$ cat src/rtl/multi_cycle_control_fsm.sv
// rtl/multi_cycle_control_fsm.sv - multi-cycle MIPS control FSM (optional MCC_MEM_WAIT_EN memory handshake)
module multi_cycle_control_fsm (
    input  logic       clk,
    input  logic       reset,
    input  logic [5:0] opcode,
    input  logic       zero,
    input  logic       mem_ready,
    output logic       pc_en,
    output logic       i_or_d,
    output logic       mem_read,
    output logic       mem_write,
    output logic       ir_write,
    output logic       reg_dst,
    output logic       mem_to_reg,
    output logic       reg_write,
    output logic       alu_src_a,
    output logic [1:0] alu_src_b,
    output logic [1:0] alu_op,
    output logic [1:0] pc_source,
    output logic       instr_done,
    output logic       illegal_op,
    output logic [3:0] state
);

    localparam logic [5:0] OP_RTYPE = 6'h00;
    localparam logic [5:0] OP_LW    = 6'h23;
    localparam logic [5:0] OP_SW    = 6'h2B;
    localparam logic [5:0] OP_BEQ   = 6'h04;
    localparam logic [5:0] OP_J     = 6'h02;
    localparam logic [5:0] OP_ADDI  = 6'h08;

    typedef enum logic [3:0] {
        S_FETCH     = 4'd0,
        S_DECODE    = 4'd1,
        S_MEM_ADDR  = 4'd2,
        S_MEM_READ  = 4'd3,
        S_MEM_WB    = 4'd4,
        S_MEM_WRITE = 4'd5,
        S_R_EXEC    = 4'd6,
        S_R_WB      = 4'd7,
        S_BRANCH    = 4'd8,
        S_JUMP      = 4'd9,
        S_I_EXEC    = 4'd10,
        S_I_WB      = 4'd11,
        S_ILLEGAL   = 4'd12
    } state_t;

    state_t     r_state;
    state_t     w_next;
    logic [5:0] r_opcode;
    logic       w_pc_write;
    logic       w_pc_write_cond;
    logic       w_mem_ok;

`ifdef MCC_MEM_WAIT_EN
    assign w_mem_ok = mem_ready;
`else
    // Without the handshake every memory access completes in one cycle.
    logic w_unused_mem_ready;
    assign w_unused_mem_ready = mem_ready;
    assign w_mem_ok = 1'b1;
`endif

    // State register plus the opcode captured while in DECODE, so MEM_ADDR
    // does not depend on the IR still holding the same instruction.
    always_ff @(posedge clk) begin
        if (reset) begin
            r_state  <= S_FETCH;
            r_opcode <= 6'h00;
        end else begin
            r_state <= w_next;
            if (r_state == S_DECODE)
                r_opcode <= opcode;
        end
    end

    // Next-state logic; memory states hold until the access completes.
    always_comb begin
        w_next = S_FETCH;
        case (r_state)
            S_FETCH:     w_next = w_mem_ok ? S_DECODE : S_FETCH;
            S_DECODE: begin
                case (opcode)
                    OP_LW, OP_SW: w_next = S_MEM_ADDR;
                    OP_RTYPE:     w_next = S_R_EXEC;
                    OP_BEQ:       w_next = S_BRANCH;
                    OP_J:         w_next = S_JUMP;
                    OP_ADDI:      w_next = S_I_EXEC;
                    default:      w_next = S_ILLEGAL;
                endcase
            end
            S_MEM_ADDR:  w_next = (r_opcode == OP_LW) ? S_MEM_READ : S_MEM_WRITE;
            S_MEM_READ:  w_next = w_mem_ok ? S_MEM_WB : S_MEM_READ;
            S_MEM_WRITE: w_next = w_mem_ok ? S_FETCH : S_MEM_WRITE;
            S_R_EXEC:    w_next = S_R_WB;
            S_I_EXEC:    w_next = S_I_WB;
            default:     w_next = S_FETCH;
        endcase
    end

    // Moore output decode; reset forces every control line low so an
    // aborted instruction cannot issue a partial write.
    always_comb begin
        w_pc_write      = 1'b0;
        w_pc_write_cond = 1'b0;
        i_or_d          = 1'b0;
        mem_read        = 1'b0;
        mem_write       = 1'b0;
        ir_write        = 1'b0;
        reg_dst         = 1'b0;
        mem_to_reg      = 1'b0;
        reg_write       = 1'b0;
        alu_src_a       = 1'b0;
        alu_src_b       = 2'b00;
        alu_op          = 2'b00;
        pc_source       = 2'b00;
        instr_done      = 1'b0;
        illegal_op      = 1'b0;
        case (r_state)
            S_FETCH: begin
                mem_read   = 1'b1;
                ir_write   = w_mem_ok;
                w_pc_write = w_mem_ok;
                alu_src_b  = 2'b01;
            end
            S_DECODE:   alu_src_b = 2'b11;
            S_MEM_ADDR, S_I_EXEC: begin
                alu_src_a = 1'b1;
                alu_src_b = 2'b10;
            end
            S_MEM_READ: begin
                mem_read = 1'b1;
                i_or_d   = 1'b1;
            end
            S_MEM_WB: begin
                reg_write  = 1'b1;
                mem_to_reg = 1'b1;
                instr_done = 1'b1;
            end
            S_MEM_WRITE: begin
                mem_write  = 1'b1;
                i_or_d     = 1'b1;
                instr_done = 1'b1;
            end
            S_R_EXEC: begin
                alu_src_a = 1'b1;
                alu_op    = 2'b10;
            end
            S_R_WB: begin
                reg_write  = 1'b1;
                reg_dst    = 1'b1;
                instr_done = 1'b1;
            end
            S_BRANCH: begin
                alu_src_a       = 1'b1;
                alu_op          = 2'b01;
                w_pc_write_cond = 1'b1;
                pc_source       = 2'b01;
                instr_done      = 1'b1;
            end
            S_JUMP: begin
                w_pc_write = 1'b1;
                pc_source  = 2'b10;
                instr_done = 1'b1;
            end
            S_I_WB: begin
                reg_write  = 1'b1;
                instr_done = 1'b1;
            end
            S_ILLEGAL:  illegal_op = 1'b1;
            default:    ;
        endcase
        if (reset) begin
            w_pc_write      = 1'b0;
            w_pc_write_cond = 1'b0;
            i_or_d          = 1'b0;
            mem_read        = 1'b0;
            mem_write       = 1'b0;
            ir_write        = 1'b0;
            reg_dst         = 1'b0;
            mem_to_reg      = 1'b0;
            reg_write       = 1'b0;
            alu_src_a       = 1'b0;
            alu_src_b       = 2'b00;
            alu_op          = 2'b00;
            pc_source       = 2'b00;
            instr_done      = 1'b0;
            illegal_op      = 1'b0;
        end
    end

    assign pc_en = w_pc_write | (w_pc_write_cond & zero);
    assign state = r_state;

endmodule
$ cat config.mk
export PLATFORM = sky130hd
export DESIGN_NAME = multi_cycle_control_fsm
export DESIGN_NICKNAME = d
export VERILOG_FILES = /design/src/rtl/multi_cycle_control_fsm.sv
export SDC_FILE = /design/constraint.sdc
export NUM_CORES = 1
export LEC_CHECK = 0
export BUFFER_PORTS_ARGS = -buffer_cell sky130_fd_sc_hd__buf_2
export CORE_MARGIN = 2
export CORE_UTILIZATION = 40
export CTS_CLUSTER_SIZE = 28
export DETAILED_ROUTE_END_ITERATION = 6
export GPL_ROUTABILITY_DRIVEN = 1
export PLACE_DENSITY_LB_ADDON = 0.1
export REMOVE_ABC_BUFFERS = 1
export SLEW_MARGIN = 20
export SYNTH_ARGS = -nofsm -noshare
export SYNTH_HDL_FRONTEND = slang
export SYNTH_SLANG_ARGS = --single-unit
$ cat constraint.sdc
create_clock -name clk -period 1.8 [get_ports clk]
set_clock_uncertainty 0.2 [all_clocks]
set_input_delay 0.18 -clock clk [delete_from_list [all_inputs] [get_ports clk]]
set_output_delay 0.18 -clock clk [all_outputs]
set_load 0.02 [all_outputs]
==> results of run 1 <==
==> layer usage <==
| layer | GRT usage, % | up-vias | part of all wire (%) |
|---|---|---|---|
| li1 | - | 421 | - |
| met2 | 29.2 | 14 | 46 |
| met5 | 0 | - | 0 |
| met1 | 23.8 | 405 | 50 |
| met4 | 5.41 | 0 | 0 |
| met3 | 6.04 | 0 | 4.0 |
==> where the power goes <==
part | leakage [nW] | switching, mW | internal (mW) | total, mW
Combinational | 0.348 | 0.304 | 0.249 | 0.554
Sequential | 0.0839 | 0.0545 | 0.266 | 0.320
Clock | 0.0138 | 0.0696 | 0.0769 | 0.146
==> cells by family after synthesis <==
logic type / share of synthesized area (%)
AO/OA/AOI/OAI: 13.8
XOR/XNOR: 2.30
adder cells (fa/ha/maj): 1.32
buffers and inverters: 8.22
flip-flops: 26.3
multiplexers: 7.90
AND/OR/NAND/NOR: 40.1
==> final timing paths <==
check,slack (ps),from,end
worst min register to register,300,r_opcode[3]$_SDFFE_PP0P_,r_opcode[3]$_SDFFE_PP0P_
worst min-delay path,4,opcode[4],r_opcode[4]$_SDFFE_PP0P_
worst max register to register,190,state[3]$_SDFF_PP0_,state[1]$_SDFF_PP0_
worst max-delay path,80,state[1]$_SDFF_PP0_,reg_write
==> synth_stat cells (2+ instances only) <==
cell type,n
a211oi_1,2
nor2_1,22
nand2_1,8
nand2b_1,4
o211ai_1,2
clkbuf_1,3
o21ai_0,2
buf_6,3
nor4_1,3
a21boi_1,2
nor2b_1,2
a21oi_1,2
nor3_1,8
nand3_1,2
dfxtp_1,10
mux2i_1,6
==> final cells by class <==
cell class,instances,share of cell area [%]
Multi-Input combinational cell,82,52.1
Timing Repair Buffer,38,21.4
Sequential cell,10,20.7
Tap cell,25,3.06
Clock buffer,3,2.20
Inverter,1,0.611
==> flip-flops by register name (all words and copies together) (netlist names) <==
register	cells
r_opcode	6
state	4
==> worst max-delay path: stages (launching register included) <==
cell and delay, ps:
dfxtp_4 390, buf_6 130, nor2_2 50, o32a_1 280, nor2_1 80, buf_4 140
==> per-stage QoR <==
| step | hold WS (ps) | setup TNS, ps |
|---|---|---|
| after floorplan | 52.4 | -330 |
| after global placement | 260 | 0 |
| after detailed placement | 274 | 0 |
| after CTS | 1.20 | 0 |
| after global routing | 15.4 | 0 |
| final | 4.38 | 0 |
==> timing repair <==
action	in CTS	in global routing
setup buffers	0	2
pin swaps	0	0
setup endpoints to repair	5	4
endpoints found under the hold margin	0	0
gates resized for setup	6	12
==> layout by cell type, fill, tap and decap left out, drive strengths merged <==
master	n
buf	37
nor2	22
dfxtp	10
nor3	9
nand2	8
mux2i	6
nand2b	5
clkbuf	4
nor4	3
a211oi	2
a21oi	2
o21ai	2
o211ai	2
nand3	2
a21boi	2
nor2b	2
nor3b	2
or2	1
inv	1
o32a	1
xnor2	1
or3	1
and3	1
maj3	1
o21a	1
xor2	1
nor4b	1
o31ai	1
a21o	1
or4	1
a22oi	1
==> results_dict.tcl, run 1 <==
set metrics [dict create \
    clock_sinks 10 \
    drv_slew 0 \
    period_share_pct 95.5 \
    viasPerCell 5.28 \
    worstSetupStartpointType "flop" \
    core_area_um2 1760 \
    seq_area_um2 211 \
    syn_inst 100 \
    fill_cells 186 \
    synth_top_area_cell "dfxtp_1" \
    ys_seq_area_share_pct 26.3 \
    antennaDiodeCount 0 \
    outcome "finished clean" \
    start_util_pct 43.1 \
    min-delay-path-class "primary input to flop" \
    setup_viol 0 \
    synth.area.top_cells "dfxtp_1 26%, nor2_1 11%, mux2i_1 7.9%" \
    antenna_found_initial 0 \
    min_period_ps 1720 \
    fin_ws_ps 81.6 \
    place.gp.congestion 0.769 \
    drt_iter0_drc 15 \
    layout-drive-gt1-share_pct 40.3 \
    yosys_warnings 0 \
    pin_count 31 \
    die-area_um2 2270 \
    synth_area_um2 761 \
    synthArstFlopShare_pct 0 \
    place_hpwl_um 1410 \
    grt_max_degree 19 \
    critPathRequiredTime_ps 1420 \
    final_core_util_pct 58.0 \
    critical_path_class "flop to output pin" \
    critPathArrivalTime_ps 1340 \
    numCtsBuffers 3 \
    drc_errors 0 \
    die_w_um 47.6 \
    synth_edf_count 0 \
    clockBufferDepth 2 \
    clock_latency_ps 260 \
    io_buffer_count 29 \
    place_inst 154 \
    die_h_um 47.6 \
    rsz0062_at_grt "false" \
    finalHoldViolCount 0 \
    ys_seq_elements 10 \
    grt_first_pass_wirelength_um 2960 \
    firstDrtPassIters 4 \
    avgSynthCellArea_um2 7.61 \
    p_leak_nw 0.446 \
    fmax_ghz 0.582 \
    cts_tree "built" \
    multi_input_area_um2 533 \
    root_buffer "clkbuf_4" \
    grt-ovfl-total 0 \
    whs_path_depth 3 \
    synth_top_area_share_pct 26.3 \
    syn2layout_area_growth_pct 34.5 \
    grt_pass1_vias 690 \
    powerDensity_nw_per_um2 997 \
    placed_area_um2 931 \
    rows 15 \
    grt_usage_pct 18.4 \
    holdBufCountCts 0 \
    worst_pin_slew_ps 419 \
    path_clk_slew_ps 60 \
    pre_cts_slack_ps 86.6 \
    final_cells 159 \
    nets 146 \
    path_max_fanout 7 \
    slew_headroom_pct 71.7 \
    p_total_mw 1.02 \
    ant_nets 0 \
    routed_wl_um 1960 \
    ir_worst_vdd_uv 607 \
    fin_area_um2 1020 \
    end_kind "output pin" \
    drv_cap 0 \
    synth_cell_types 35 \
    ff2ff_path_depth 5 \
    ys.flop_type "dfxtp_1" \
    vias 840 \
    htreeDepth 1 \
    post_drt_wl_per_cell_um 12.3 \
]
Note: power is estimated with default switching activity, not from simulation.
==> inputs of run 2 (changes only) <==
--- a/config.mk
+++ b/config.mk
@@ -5,11 +5,11 @@
 export SDC_FILE = /design/constraint.sdc
 export NUM_CORES = 1
 export LEC_CHECK = 0
-export BUFFER_PORTS_ARGS = -buffer_cell sky130_fd_sc_hd__buf_2
 export CORE_MARGIN = 2
 export CORE_UTILIZATION = 40
 export CTS_CLUSTER_SIZE = 28
 export DETAILED_ROUTE_END_ITERATION = 6
+export DONT_BUFFER_PORTS = 1
 export GPL_ROUTABILITY_DRIVEN = 1
 export PLACE_DENSITY_LB_ADDON = 0.1
 export REMOVE_ABC_BUFFERS = 1
==> results_dict.tcl, run 2 (synthesis results as in run 1) <==
set metrics [dict create \
    p_leak_nw 0.447 \
    grt_max_degree 12 \
    critPathRequiredTime_ps 1420 \
    grt_pass1_vias 695 \
    powerDensity_nw_per_um2 993 \
    fmax_ghz 0.571 \
    finalHoldViolCount 0 \
    place.gp.congestion 0.793 \
    outcome "finished clean" \
    die-area_um2 2270 \
    path_max_fanout 6 \
    start_util_pct 43.1 \
    worstSetupStartpointType "flop" \
    post_drt_wl_per_cell_um 13.1 \
    slew_headroom_pct 74.3 \
    critPathArrivalTime_ps 1370 \
    end_kind "output pin" \
    antennaDiodeCount 0 \
    clock_latency_ps 270 \
    io_buffer_count 0 \
    root_buffer "clkbuf_4" \
    ir_worst_vdd_uv 577 \
    die_h_um 47.6 \
    final_cells 158 \
    die_w_um 47.6 \
    clock_sinks 10 \
    htreeDepth 1 \
    place_inst 143 \
    worst_pin_slew_ps 385 \
    whs_path_depth 4 \
    routed_wl_um 2080 \
    largest_register "r_opcode" \
    layout_commonest_cell "buf_4" \
    min-delay-path-class "primary input to flop" \
    critical_path_class "flop to output pin" \
    numCtsBuffers 3 \
    drv_slew 0 \
    ff2ff_path_depth 4 \
    final_core_util_pct 62.6 \
    cp_cell_sequence "nand2b_1 -> o32a_1 -> nor2_1 -> buf_4" \
    clockBufferDepth 2 \
    grt-ovfl-total 0 \
    fin_area_um2 1100 \
    slowest_stage "dfxtp_4" \
    cts_tree "built" \
    period_share_pct 97.2 \
    placed_area_um2 921 \
    drt_iter0_drc 17 \
    rows 15 \
    fin_tns_setup_ps 0 \
    grt_first_pass_wirelength_um 3000 \
    final_cell_mix "26 x buf_4, 22 x nor2_1, 8 x nor3_1, 8 x nand2_1" \
    drv_cap 0 \
    drc_errors 0 \
    setup_viol 0 \
    core_area_um2 1760 \
    viasPerCell 5.47 \
    pin_count 31 \
    largest_reg_flops 6 \
    layout-drive-gt1-share_pct 34.6 \
    place_hpwl_um 1410 \
    vias 865 \
    syn2layout_area_growth_pct 45.2 \
    min_period_ps 1750 \
    grt_usage_pct 19.4 \
    antenna_found_initial 0 \
    critical-path-max-stage-delay_ps 370 \
    ant_nets 0 \
    nets 144 \
    path_clk_slew_ps 70 \
    firstDrtPassIters 4 \
]
## run 2: per-stage QoR
| step | hold slack [ps] | power, mW | setup WS (ps) |
|---|---|---|---|
| 2_1_floorplan | 52.4 | 0.645 | -140 |
| 3_3_place_gp | 54.0 | 0.809 | 150 |
| 3_5_place_dp | 56.9 | 0.813 | 158 |
| 4_1_cts | 26.1 | 1.07 | 4.17 |
| 5_1_grt | 72.3 | 1.17 | -17.4 |
| 6_report | 34.4 | 1.10 | 49.7 |
## run 2: path summary, 6_finish.rpt
check	startpoint	to	slack (ps)
min	opcode[1]	state[2]$_SDFF_PP0_	30
max	state[3]$_SDFF_PP0_	reg_write	50
max reg2reg	state[0]$_SDFF_PP0_	state[1]$_SDFF_PP0_	240
min reg2reg	r_opcode[1]$_SDFFE_PP0P_	r_opcode[1]$_SDFFE_PP0P_	300
## run 2: critical path, delay by kind of cell, from the launching register on
family / cells / cell delay, ps
flip-flops: 1 / 370
AND/OR/NAND/NOR: 2 / 250
buffers and inverters: 1 / 150
AO/OA/AOI/OAI: 1 / 330
## run 2: timing repair
action,in CTS,in global routing
endpoints found under the hold margin,10,0
hold buffers,7,0
gates cloned,0,0
buffers inserted,0,4
setup endpoints to repair,6,4
gates resized for setup,9,8
pin swaps,0,1
## run 2: power breakdown
group	internal, mW	total [mW]	switching [mW]
registers	0.266	0.316	0.0507
logic	0.275	0.573	0.298
clock network	0.123	0.208	0.0850
total	0.664	1.10	0.434
## run 2: final cells by class
cell class	instances	area, µm²
multi-input combinational	82	527
sequential	10	211
clock buffer	4	36.3
timing repair buffer	36	293
tap	25	31.3
inverter	1	6.26
fill	174	659
## run 2: metal layers
metal | track usage (%) | up-vias | share of wire, %
li1 | - | 420 | -
met1 | 23.4 | 407 | 42
met2 | 32.4 | 35 | 50
met3 | 5.66 | 3 | 6.9
met4 | 8.11 | 0 | 0.82
met5 | 0 | - | 0
